**src/rtl/z80_bus_initiator_pkg.sv**
```systemverilog
`default_nettype none
// z80_bus_initiator_pkg: op codes, FSM state encodings and defaults for the CPC bus initiator.
// Revision 1.0
package z80_bus_initiator_pkg;

  localparam int unsigned MAX_WAIT_DEFAULT = 15;

  typedef enum logic [1:0] {
    OP_MEM_RD  = 2'd0,
    OP_MEM_WR  = 2'd1,
    OP_IO_WR   = 2'd2,
    OP_REFRESH = 2'd3
  } bus_op_e;

  // Upper bits name the T-state, bit 0 is the phase (0 = H, cpu_clk high; 1 = L).
  typedef enum logic [3:0] {
    ST_IDLE = 4'b0000,
    ST_T1H  = 4'b0010,
    ST_T1L  = 4'b0011,
    ST_T2H  = 4'b0100,
    ST_T2L  = 4'b0101,
    ST_TWAH = 4'b0110,
    ST_TWAL = 4'b0111,
    ST_TWH  = 4'b1000,
    ST_TWL  = 4'b1001,
    ST_T3H  = 4'b1010,
    ST_T3L  = 4'b1011
  } bus_state_e;

  function automatic logic mem_strobe_state(input bus_state_e s);
    return s inside {ST_T1L, ST_T2H, ST_T2L, ST_TWH, ST_TWL, ST_T3H};
  endfunction

endpackage
`default_nettype wire

```
**src/rtl/z80_wait_timer.sv**
```systemverilog
`default_nettype none
// z80_wait_timer: counts inserted Tw states and flags when the wait limit is reached.
// Revision 1.0
module z80_wait_timer
  import z80_bus_initiator_pkg::*;
#(
  parameter int unsigned MAX_WAIT = MAX_WAIT_DEFAULT
) (
  input  logic clk,
  input  logic reset_b_w,
  input  logic clear,
  input  logic inc,
  output logic limit
);

  localparam logic [3:0] LIMIT = 4'(MAX_WAIT);

  logic [3:0] count;

  always_ff @(posedge clk or negedge reset_b_w) begin
    if (!reset_b_w) begin
      count <= 4'd0;
    end else if (clear) begin
      count <= 4'd0;
    end else if (inc && (count != LIMIT)) begin
      count <= count + 4'd1;
    end
  end

  assign limit = (count == LIMIT);

endmodule
`default_nettype wire

```
**src/rtl/z80_bus_initiator.sv**
```systemverilog
`default_nettype none
// z80_bus_initiator: Z80-style expansion-bus master issuing MEM_RD, MEM_WR, IO_WR and REFRESH cycles.
// Revision 1.0
module z80_bus_initiator
  import z80_bus_initiator_pkg::*;
#(
  parameter int unsigned MAX_WAIT = MAX_WAIT_DEFAULT
) (
  input  logic        clk,
  input  logic        reset_b_w,
  input  logic        cmd_valid,
  output logic        cmd_ready,
  input  logic [1:0]  cmd_op,
  input  logic [15:0] cmd_adr,
  input  logic [7:0]  cmd_wdata,
  output logic        rsp_valid,
  output logic [7:0]  rsp_rdata,
  output logic        rsp_ramdis,
  output logic        rsp_adr15,
  output logic        rsp_timeout,
  output logic        cpu_clk,
  output logic [15:0] adr,
  output logic        mreq_b,
  output logic        iorq_b,
  output logic        rd_b,
  output logic        wr_b,
  output logic        rfsh_b,
  output logic [7:0]  data_out,
  output logic        data_oe,
  input  logic [7:0]  data_in,
  input  logic        wait_b,
  input  logic        ramdis,
  input  logic        adr15_in
);

  bus_state_e state_q;
  bus_state_e state_n;
  bus_op_e    op_q;
  bus_op_e    op_n;

  logic accept;
  logic decide;
  logic wait_inc;
  logic wait_limit;
  logic timeout_hit;

  logic mreq_nx;
  logic iorq_nx;
  logic rd_nx;
  logic wr_nx;
  logic rfsh_nx;
  logic oe_nx;

  // Commands only start on an L-phase clock so the cycle opens in T1H.
  assign cmd_ready = (state_q == ST_IDLE) && !cpu_clk;
  assign accept    = cmd_valid && cmd_ready;
  assign op_n      = accept ? bus_op_e'(cmd_op) : op_q;

  z80_wait_timer #(
    .MAX_WAIT (MAX_WAIT)
  ) u_wait_timer (
    .clk       (clk),
    .reset_b_w (reset_b_w),
    .clear     (accept),
    .inc       (wait_inc),
    .limit     (wait_limit)
  );

  always_comb begin
    state_n     = state_q;
    decide      = 1'b0;
    wait_inc    = 1'b0;
    timeout_hit = 1'b0;
    case (state_q)
      ST_IDLE: if (accept) state_n = ST_T1H;
      ST_T1H:  state_n = ST_T1L;
      ST_T1L:  state_n = ST_T2H;
      ST_T2H:  state_n = ST_T2L;
      ST_T2L: begin
        if (op_q == OP_REFRESH)   state_n = ST_IDLE;
        else if (op_q == OP_IO_WR) state_n = ST_TWAH;
        else                      decide  = 1'b1;
      end
      ST_TWAH: state_n = ST_TWAL;
      ST_TWAL: decide  = 1'b1;
      ST_TWH:  state_n = ST_TWL;
      ST_TWL:  decide  = 1'b1;
      ST_T3H:  state_n = ST_T3L;
      ST_T3L:  state_n = ST_IDLE;
      default: state_n = ST_IDLE;
    endcase
    if (decide) begin
      if (wait_b) begin
        state_n = ST_T3H;
      end else if (wait_limit) begin
        state_n     = ST_T3H;
        timeout_hit = 1'b1;
      end else begin
        state_n  = ST_TWH;
        wait_inc = 1'b1;
      end
    end
  end

  // Strobe values for the state being entered, so the registered pins line up with it.
  always_comb begin
    mreq_nx = 1'b1;
    iorq_nx = 1'b1;
    rd_nx   = 1'b1;
    wr_nx   = 1'b1;
    rfsh_nx = 1'b1;
    oe_nx   = 1'b0;
    if (state_n != ST_IDLE) begin
      case (op_n)
        OP_MEM_RD: begin
          mreq_nx = !mem_strobe_state(state_n);
          rd_nx   = !mem_strobe_state(state_n);
        end
        OP_MEM_WR: begin
          mreq_nx = !mem_strobe_state(state_n);
          wr_nx   = !(state_n inside {ST_T2L, ST_TWH, ST_TWL, ST_T3H});
          oe_nx   = (state_n != ST_T1H);
        end
        OP_IO_WR: begin
          iorq_nx = !(state_n inside {ST_T2H, ST_T2L, ST_TWAH, ST_TWAL, ST_TWH, ST_TWL, ST_T3H});
          wr_nx   = !(state_n inside {ST_T2H, ST_T2L, ST_TWAH, ST_TWAL, ST_TWH, ST_TWL, ST_T3H});
          oe_nx   = (state_n != ST_T1H);
        end
        default: begin
          rfsh_nx = !(state_n inside {ST_T1H, ST_T1L, ST_T2H, ST_T2L});
          mreq_nx = !(state_n inside {ST_T1L, ST_T2H});
        end
      endcase
    end
  end

  always_ff @(posedge clk or negedge reset_b_w) begin
    if (!reset_b_w) begin
      state_q     <= ST_IDLE;
      op_q        <= OP_MEM_RD;
      cpu_clk     <= 1'b0;
      adr         <= 16'h0000;
      data_out    <= 8'h00;
      data_oe     <= 1'b0;
      mreq_b      <= 1'b1;
      iorq_b      <= 1'b1;
      rd_b        <= 1'b1;
      wr_b        <= 1'b1;
      rfsh_b      <= 1'b1;
      rsp_valid   <= 1'b0;
      rsp_rdata   <= 8'h00;
      rsp_ramdis  <= 1'b0;
      rsp_adr15   <= 1'b0;
      rsp_timeout <= 1'b0;
    end else begin
      state_q   <= state_n;
      cpu_clk   <= !cpu_clk;
      mreq_b    <= mreq_nx;
      iorq_b    <= iorq_nx;
      rd_b      <= rd_nx;
      wr_b      <= wr_nx;
      rfsh_b    <= rfsh_nx;
      data_oe   <= oe_nx;
      rsp_valid <= (state_q != ST_IDLE) && (state_n == ST_IDLE);
      if (accept) begin
        op_q     <= op_n;
        adr      <= cmd_adr;
        data_out <= cmd_wdata;
      end
      if (state_n == ST_T3H) begin
        if (op_q == OP_MEM_RD) rsp_rdata <= data_in;
        rsp_ramdis  <= ramdis;
        rsp_adr15   <= adr15_in;
        rsp_timeout <= timeout_hit;
      end
      // Refresh has no T3, so its bus status is taken on the way into T2H.
      if ((op_q == OP_REFRESH) && (state_n == ST_T2H)) begin
        rsp_ramdis  <= ramdis;
        rsp_adr15   <= adr15_in;
        rsp_timeout <= 1'b0;
      end
    end
  end

endmodule
`default_nettype wire

```
**config.mk**
```make
export PLATFORM = sky130hd
export DESIGN_NAME = z80_bus_initiator
export DESIGN_NICKNAME = d
export VERILOG_FILES = /design/src/rtl/z80_bus_initiator_pkg.sv /design/src/rtl/z80_wait_timer.sv /design/src/rtl/z80_bus_initiator.sv
export SDC_FILE = /design/constraint.sdc
export NUM_CORES = 1
export LEC_CHECK = 0
export CAP_MARGIN = 5
export CORE_ASPECT_RATIO = 0.9
export CORE_UTILIZATION = 41
export DETAILED_ROUTE_END_ITERATION = 7
export PLACE_DENSITY = 0.85
export REMOVE_ABC_BUFFERS = 1
export SYNTH_ARGS = -nofsm -noshare
export SYNTH_HDL_FRONTEND = slang
export SYNTH_SLANG_ARGS = --single-unit
```
**constraint.sdc**
```tcl
create_clock -name clk -period 2.45 [get_ports clk]
set_input_delay 0.49 -clock clk [delete_from_list [all_inputs] [get_ports clk]]
set_output_delay 0.49 -clock clk [all_outputs]
set_load 0.03 [all_outputs]
```
==> metrics.md, run 1 <==
| Metric | Value |
|---|---|
| Synth Area per Inst | `~13 um2` |
| Cell count after synthesis | `approximately 190` |
| Vias in the first global route | `~1.9k` |
| Remaining DRCs | `0` |
| CTS Root Buffer Type | `clkbuf_8` |
| CP startpoint kind | `flip-flop` |
| Final setup viols | `0` |
| Ys async rst share | `100%` |
| Routed via count | `approximately 1.8k` |
| Post-synth EDFFs | `0` |
| Die height | `around 75 um` |
| Final hold vios | `0` |
| Area of the core | `5730 um2` |
| Seq/Total Area, Yosys | `54.4%` |
| Fin area | `about 3500 um2` |
| CTS Buffer Depth | `2` |
| Layout cells sized above 1 | `25.4%` |
| Clock Latency Late Sink | `0.31 ns` |
| Clock Power Share | `between 10% and 20%` |
| TritonCTS Buffers | `5` |
| Status | `complete, no violations` |
| GRT Util Overall | `between 10% and 20%` |
| Most frequent cells in the layout | `81 x clkdlybuf4s50_1, 48 x dfrtp_1, 30 x mux2_2` |
| Drt pass-1 iters | `4` |
| Initial Utilization | `42.8%` |
| CP Data Required Time | `between 2 and 3 ns` |
| Placed cell area | `approximately 3400 um2` |
| Routed len/inst | `15.0 um` |
| Final Power | `~4.7 mW` |
| Die area | `roughly 6300 um2` |
| CP Class | `flip-flop to flip-flop` |
| Worst VDD drop | `approximately 0.00077 V` |
| P&R area growth vs syn | `42.5%` |
| Top-area cell type share of the netlist area | `slightly below 50%` |
| Initial DRC Count | `65` |
| Final min period | `2.32 ns` |
| Final period util | `between 90 and 100%` |
| Final Wtd Congestion | `slightly below 0.9` |
| Sequential share of power | `roughly a third` |
| CTS tree | `built` |
| Power Internal | `between 2 and 3 mW` |
| Dpl hpwl | `3940 um` |
| Critical Path Fanout Max | `5` |
| Max Slew Vio Count | `0` |
| Clk sinks | `53` |
| Initial antenna violation count | `0` |
| Clock slew at reported path FFs | `about 0.11 ns` |
| Final core utilization | `61.0%` |
| Largest net degree at the start of global routing | `33` |
| Sw frac | `41.4%` |
| First-pass GRT wire length | `8590 um` |
| CTS Hold Bufs | `0` |
| Via/cell ratio | `between 5 and 6` |
| Antenna fix cells | `0` |
| Site Rows | `26` |
| Synth Register Bits | `53` |
| Post-Route WL | `roughly 5300 um` |
| Max-Cap Viols | `0` |
| Reg2Reg Launch Point | `state_q[1]$_DFF_PN0_` |
| Crit. End Element | `flip-flop` |
| Most common cell after layout, fill and taps aside | `clkdlybuf4s50_1` |
| PwrDens | `around 1300 nW/um2` |
| Cell taking the most area after synthesis | `dfrtp_1` |
| Yosys cell types | `47` |
| Slew @ Worst Pin | `0.541 ns` |
| Area contributors post-synth | `dfrtp_1 49%, mux2_2 14%, dfstp_2 5.4%` |
| Synth warn | `0` |
| Sw power | `just under 2 mW` |
| Hold WS | `0.156 ns` |
| PortBufs | `83` |
| Max Freq | `around 430 MHz` |
| Worst Hold Class | `input port to asynchronous set/reset pin` |
| Main synth FF type | `dfrtp_1` |
| Placement Setup Slack | `-0.0598 ns` |
| Slew margin rel. | `a little under two thirds` |
| Die Width | `83.5 um` |
| Comb power frac | `56.2%` |
| Final WS setup | `roughly 0.13 ns` |
| I/O pin cnt | `between 80 and 90` |
| H-tree depth | `2` |
| NumNets Final | `about 320` |
| Leak Pwr | `about 1.5 nW` |
| Mapped Area | `about 2400 um2` |
| Final ANT Viol Nets | `0` |
| RSZ-0062 raised after global routing | `no` |
| Remaining Overflow, GRT | `0` |
| Worst R2R Setup Slack | `between 0.1 and 0.15 ns` |
| Clock skew | `0.00817 ns` |
| Arr. time, crit path | `roughly 2.6 ns` |
| CP Launch Point | `state_q[1]$_DFF_PN0_` |
[kinds of logic (layout without fill, tap and decap cells)]
family / Yosys count / count (layout) / share of synthesized area [%]
flip-flops: 53 / 53 / 54.4
AO/OA/AOI/OAI: 29 / 29 / 8.94
adder cells (fa/ha/maj): 6 / 6 / 3.06
XOR/XNOR: 3 / 3 / 1.07
buffers and inverters: 18 / 109 / 3.88
multiplexers: 40 / 40 / 19.5
AND/OR/NAND/NOR: 39 / 39 / 9.14
[per-layer routing]
metal	track usage [%]	vias to the layer above	wire, um
met5	0	-	0
met4	5.65	0	90
met3	6.50	11	423
met2	29.8	64	2510
met1	20.7	888	2230
li1	-	855	-
[registers in the layout (all words and copies together) (netlist names), 2 cells and up]
name / count
op_q: 2
adr: 16
u_wait_timer.count: 4
rsp_rdata: 8
data_out: 8
state_q: 4
[power by group through the flow]
stage	Sequential (mW)	Clock [mW]	Combinational, mW
CTS	1.51	0.552	2.64
detailed placement	1.52	0	2.63
global placement	1.50	0	2.55
global route	1.57	0.580	2.82
finish	1.52	0.529	2.63
floorplan	2.24	0	0.813
[Yosys cell counts (2+ instances only)]
library cell,instances
dfrtp_1,48
buf_4,2
nand2b_1,2
dfstp_2,5
buf_2,4
o21bai_1,2
inv_1,6
mux2_2,30
nand2_1,6
nor2_1,7
a32o_1,2
nand4_1,2
xor2_1,2
a21oi_1,6
buf_6,2
and2_1,3
mux2i_1,2
o21ai_1,2
mux2_4,8
clkbuf_1,3
ha_1,6
nor4_1,3
and3_1,4
nor2b_1,3
a31oi_1,3
nand3_1,2
a211oi_1,3
[stage by stage]
step	std cells	setup TNS, ns
4_1_cts	349	0
6_report	349	0
2_1_floorplan	176	-2.38
5_1_grt	349	0
3_3_place_gp	341	0
3_5_place_dp	341	-0.0598
[repair_timing]
action                                  CTS  global route
gates cloned                              0             0
endpoints found under the setup margin    1             1
buffers inserted                          0             0
gates resized for setup                   2             1
[layout make-up]
cell class | instances | area, um2
clock inverter | 3 | 28.8
tap | 70 | 87.6
fill | 465 | 2230
clock buffer | 5 | 68.8
timing repair buffer | 95 | 915
sequential | 53 | 1330
multi-input combinational | 117 | 1040
inverter | 6 | 22.5
[worst max-delay path, cell delays in order, from the launching register on]
cell	delay [ns]
dfrtp_1	0.42
nor4_4	0.31
and3_1	0.25
mux2_2	0.36
ha_1	0.25
nand2b_1	0.16
a21oi_1	0.14
o21bai_1	0.10
a21oi_1	0.17
o21ai_1	0.08
[final timing paths]
path | cells past startpoint | endpoint
worst max-delay path | 9 | mreq_b$_DFF_PN1_
worst min-delay path | 1 | adr[5]$_DFFE_PN0P_
worst max register to register | 9 | mreq_b$_DFF_PN1_
worst min register to register | 1 | cpu_clk$_DFF_PN0_
max in group asynchronous | 2 | rfsh_b$_DFF_PN1_
min in group clk | 1 | cpu_clk$_DFF_PN0_
Note: power is estimated with default switching activity, not from simulation.
==> run 2, diff against run 1 <==
--- a/config.mk
+++ b/config.mk
@@ -7,10 +7,12 @@
 export LEC_CHECK = 0
 export CAP_MARGIN = 5
 export CORE_ASPECT_RATIO = 0.9
+export CORE_MARGIN = 4
 export CORE_UTILIZATION = 41
 export DETAILED_ROUTE_END_ITERATION = 7
 export PLACE_DENSITY = 0.85
 export REMOVE_ABC_BUFFERS = 1
+export SETUP_SLACK_MARGIN = 0.02
 export SYNTH_ARGS = -nofsm -noshare
 export SYNTH_HDL_FRONTEND = slang
 export SYNTH_SLANG_ARGS = --single-unit
==> run 2 against run 1 <==
  * Largest cell class unchanged
  * Final area increased by 0.82%
  * Sequential share of layout area fell by 0.31 points
  * Largest power group unchanged
  * Utilization is 0.50 points higher
  * Clock skew about the same
  * Global-route usage shrank 1.9 points
  * Critical path type unchanged
  * Critical endpoint unchanged
  * Via count fell by 0.88%
==> metrics.md, run 2 (synthesized netlist as in run 1, its figures left out) <==
| Metric | Value |
|---|---|
| Status | `complete, no violations` |
| Final period util | `about nine tenths` |
| Crit. End Element | `flip-flop` |
| Clock slew at reported path FFs | `roughly 0.10 ns` |
| Die area | `7280 um2` |
| Leak Pwr | `~1.5 nW` |
| Initial antenna violation count | `0` |
| Drt pass-1 iters | `4` |
| Final Wtd Congestion | `0.847` |
| Clock skew | `between 0.007 and 0.008 ns` |
| Fillcell total | `approximately 480` |
| Sum of buffers and inverters on the critical path | `1` |
| Remaining DRCs | `0` |
| Area of the core | `between 5000 and 6000 um2` |
| Max Freq | `445 MHz` |
| Final hold vios | `0` |
| Arr. time, crit path | `about 2.5 ns` |
| Crit path cell chain | `nor4_2 -> buf_4 -> and3_4 -> mux2_2 -> ha_2 -> nand2b_1 -> a21oi_1 -> o21bai_1 -> a21oi_1 -> o21ai_1` |
| Multi-input logic area | `1040 um2` |
| Reg area | `around 1300 um2` |
| Clk sinks | `between 50 and 60` |
| TritonCTS Buffers | `5` |
| Final min period | `2.25 ns` |
| CP Data Required Time | `around 2.7 ns` |
| Initial DRC Count | `61` |
| P&R area growth vs syn | `43.7%` |
| Via/cell ratio | `5.15` |
| Max-Cap Viols | `0` |
| Largest reg by FF count | `adr` |
| Critical Path Fanout Max | `5` |
| RSZ-0062 raised after global routing | `no` |
| Remaining Overflow, GRT | `0` |
| CTS Root Buffer Type | `clkbuf_8` |
| Slew margin rel. | `69.9%` |
| First-pass GRT wire length | `about 8600 um` |
| Final ANT Viol Nets | `0` |
| CTS tree | `built` |
| Worst Hold Class | `input port to asynchronous set/reset pin` |
| PortBufs | `83` |
| Layout cells sized above 1 | `about a quarter` |
| CP max stage cell | `dfrtp_1` |
| Worst VDD drop | `a little over 0.0008 V` |
| Sum Neg Setup Slack | `0 ns` |
| I/O pin cnt | `84` |
| Cells after DPL | `340` |
| Final core utilization | `~61%` |
| Final Power | `approximately 4.7 mW` |
| Dpl hpwl | `about 4000 um` |
| Max reg flops | `16` |
| Most common cell after layout, fill and taps aside | `clkdlybuf4s50_1` |
| CP Class | `flip-flop to flip-flop` |
| Die Width | `between 80 and 90 um` |
| Most frequent cells in the layout | `81 x clkdlybuf4s50_1, 48 x dfrtp_1, 30 x mux2_2` |
| Vias in the first global route | `approximately 1.9k` |
| PwrDens | `between 1000 and 1500 nW/um2` |
| Antenna fix cells | `0` |
| NumNets Final | `325` |
| Crit-path most repeated cell | `a21oi_1` |
| CTS Hold Bufs | `0` |
| GRT Util Overall | `roughly 15%` |
| Routed len/inst | `around 15 um` |
| Die height | `81.3 um` |
| Clock Latency Late Sink | `0.30 ns` |
| Top Family by Delay on Critical Path | `simple AND/OR/NAND/NOR gates` |
| Slew @ Worst Pin | `0.449 ns` |
| Regs by FF count | `adr (16), data_out (8), rsp_rdata (8)` |
| H-tree depth | `2` |
| CP startpoint kind | `flip-flop` |
| Largest net degree at the start of global routing | `33` |
| Post-Route WL | `about 5300 um` |
| Site Rows | `26` |
| Layout Cells excl Fill | `350` |
| Largest stage delay on the critical path | `around 0.39 ns` |
| Max Slew Vio Count | `0` |
| CTS Buffer Depth | `2` |
| Final setup viols | `0` |
| Initial Utilization | `42.8%` |
| Routed via count | `approximately 1.8k` |
-- run 2: metrics by stage --
stage	hold slack [ns]	setup slack [ns]	area (um2)
floorplan	0.194	-0.733	2380
global placement	0.436	0.0500	3370
detailed placement	0.433	-0.0304	3370
CTS	0.102	0.0648	3490
global route	0.111	0.0214	3520
finish	0.0970	0.201	3520
-- run 2: area by class of cell --
type	instances	area share [%]
clock inverter	2	1.07
sequential	53	37.8
timing repair buffer	96	26.2
clock buffer	6	2.35
inverter	6	0.640
tap	70	2.49
multi-input combinational	117	29.4
-- run 2: timing repair --
action                                  CTS  global route
endpoints found under the setup margin    1             2
gates cloned                              0             0
resized for setup                         1             3
pin swaps                                 0             1
buffers inserted                          0             2
-- run 2: path summary, 6_finish.rpt --
path / to / start / slack [ns] / cells past startpoint
worst max-delay path: mreq_b$_DFF_PN1_ / state_q[2]$_DFF_PN0_ / 0.20 / 10
worst min-delay path: adr[10]$_DFFE_PN0P_ / reset_b_w / 0.1 / 1
worst max register to register: mreq_b$_DFF_PN1_ / state_q[2]$_DFF_PN0_ / 0.20 / 10
worst min register to register: cpu_clk$_DFF_PN0_ / cpu_clk$_DFF_PN0_ / 0.47 / 1
max in group asynchronous: rsp_rdata[4]$_DFFE_PN0P_ / reset_b_w / 1.76 / 2
min in group clk: cpu_clk$_DFF_PN0_ / cpu_clk$_DFF_PN0_ / 0.47 / 1
-- run 2: metal layers --
metal  global-route usage [%]  share of wire (%)
met1                     19.0                 42
met2                     25.8                 49
met3                     5.58                8.1
met4                     3.72               0.51
met5                        0                  0
-- run 2: report_power, final --
group / switching (mW) / internal [mW] / total [mW]
sequential: 0.224 / 1.29 / 1.51
combinational: 1.38 / 1.24 / 2.62
clock: 0.278 / 0.332 / 0.611
total: 1.89 / 2.86 / 4.74
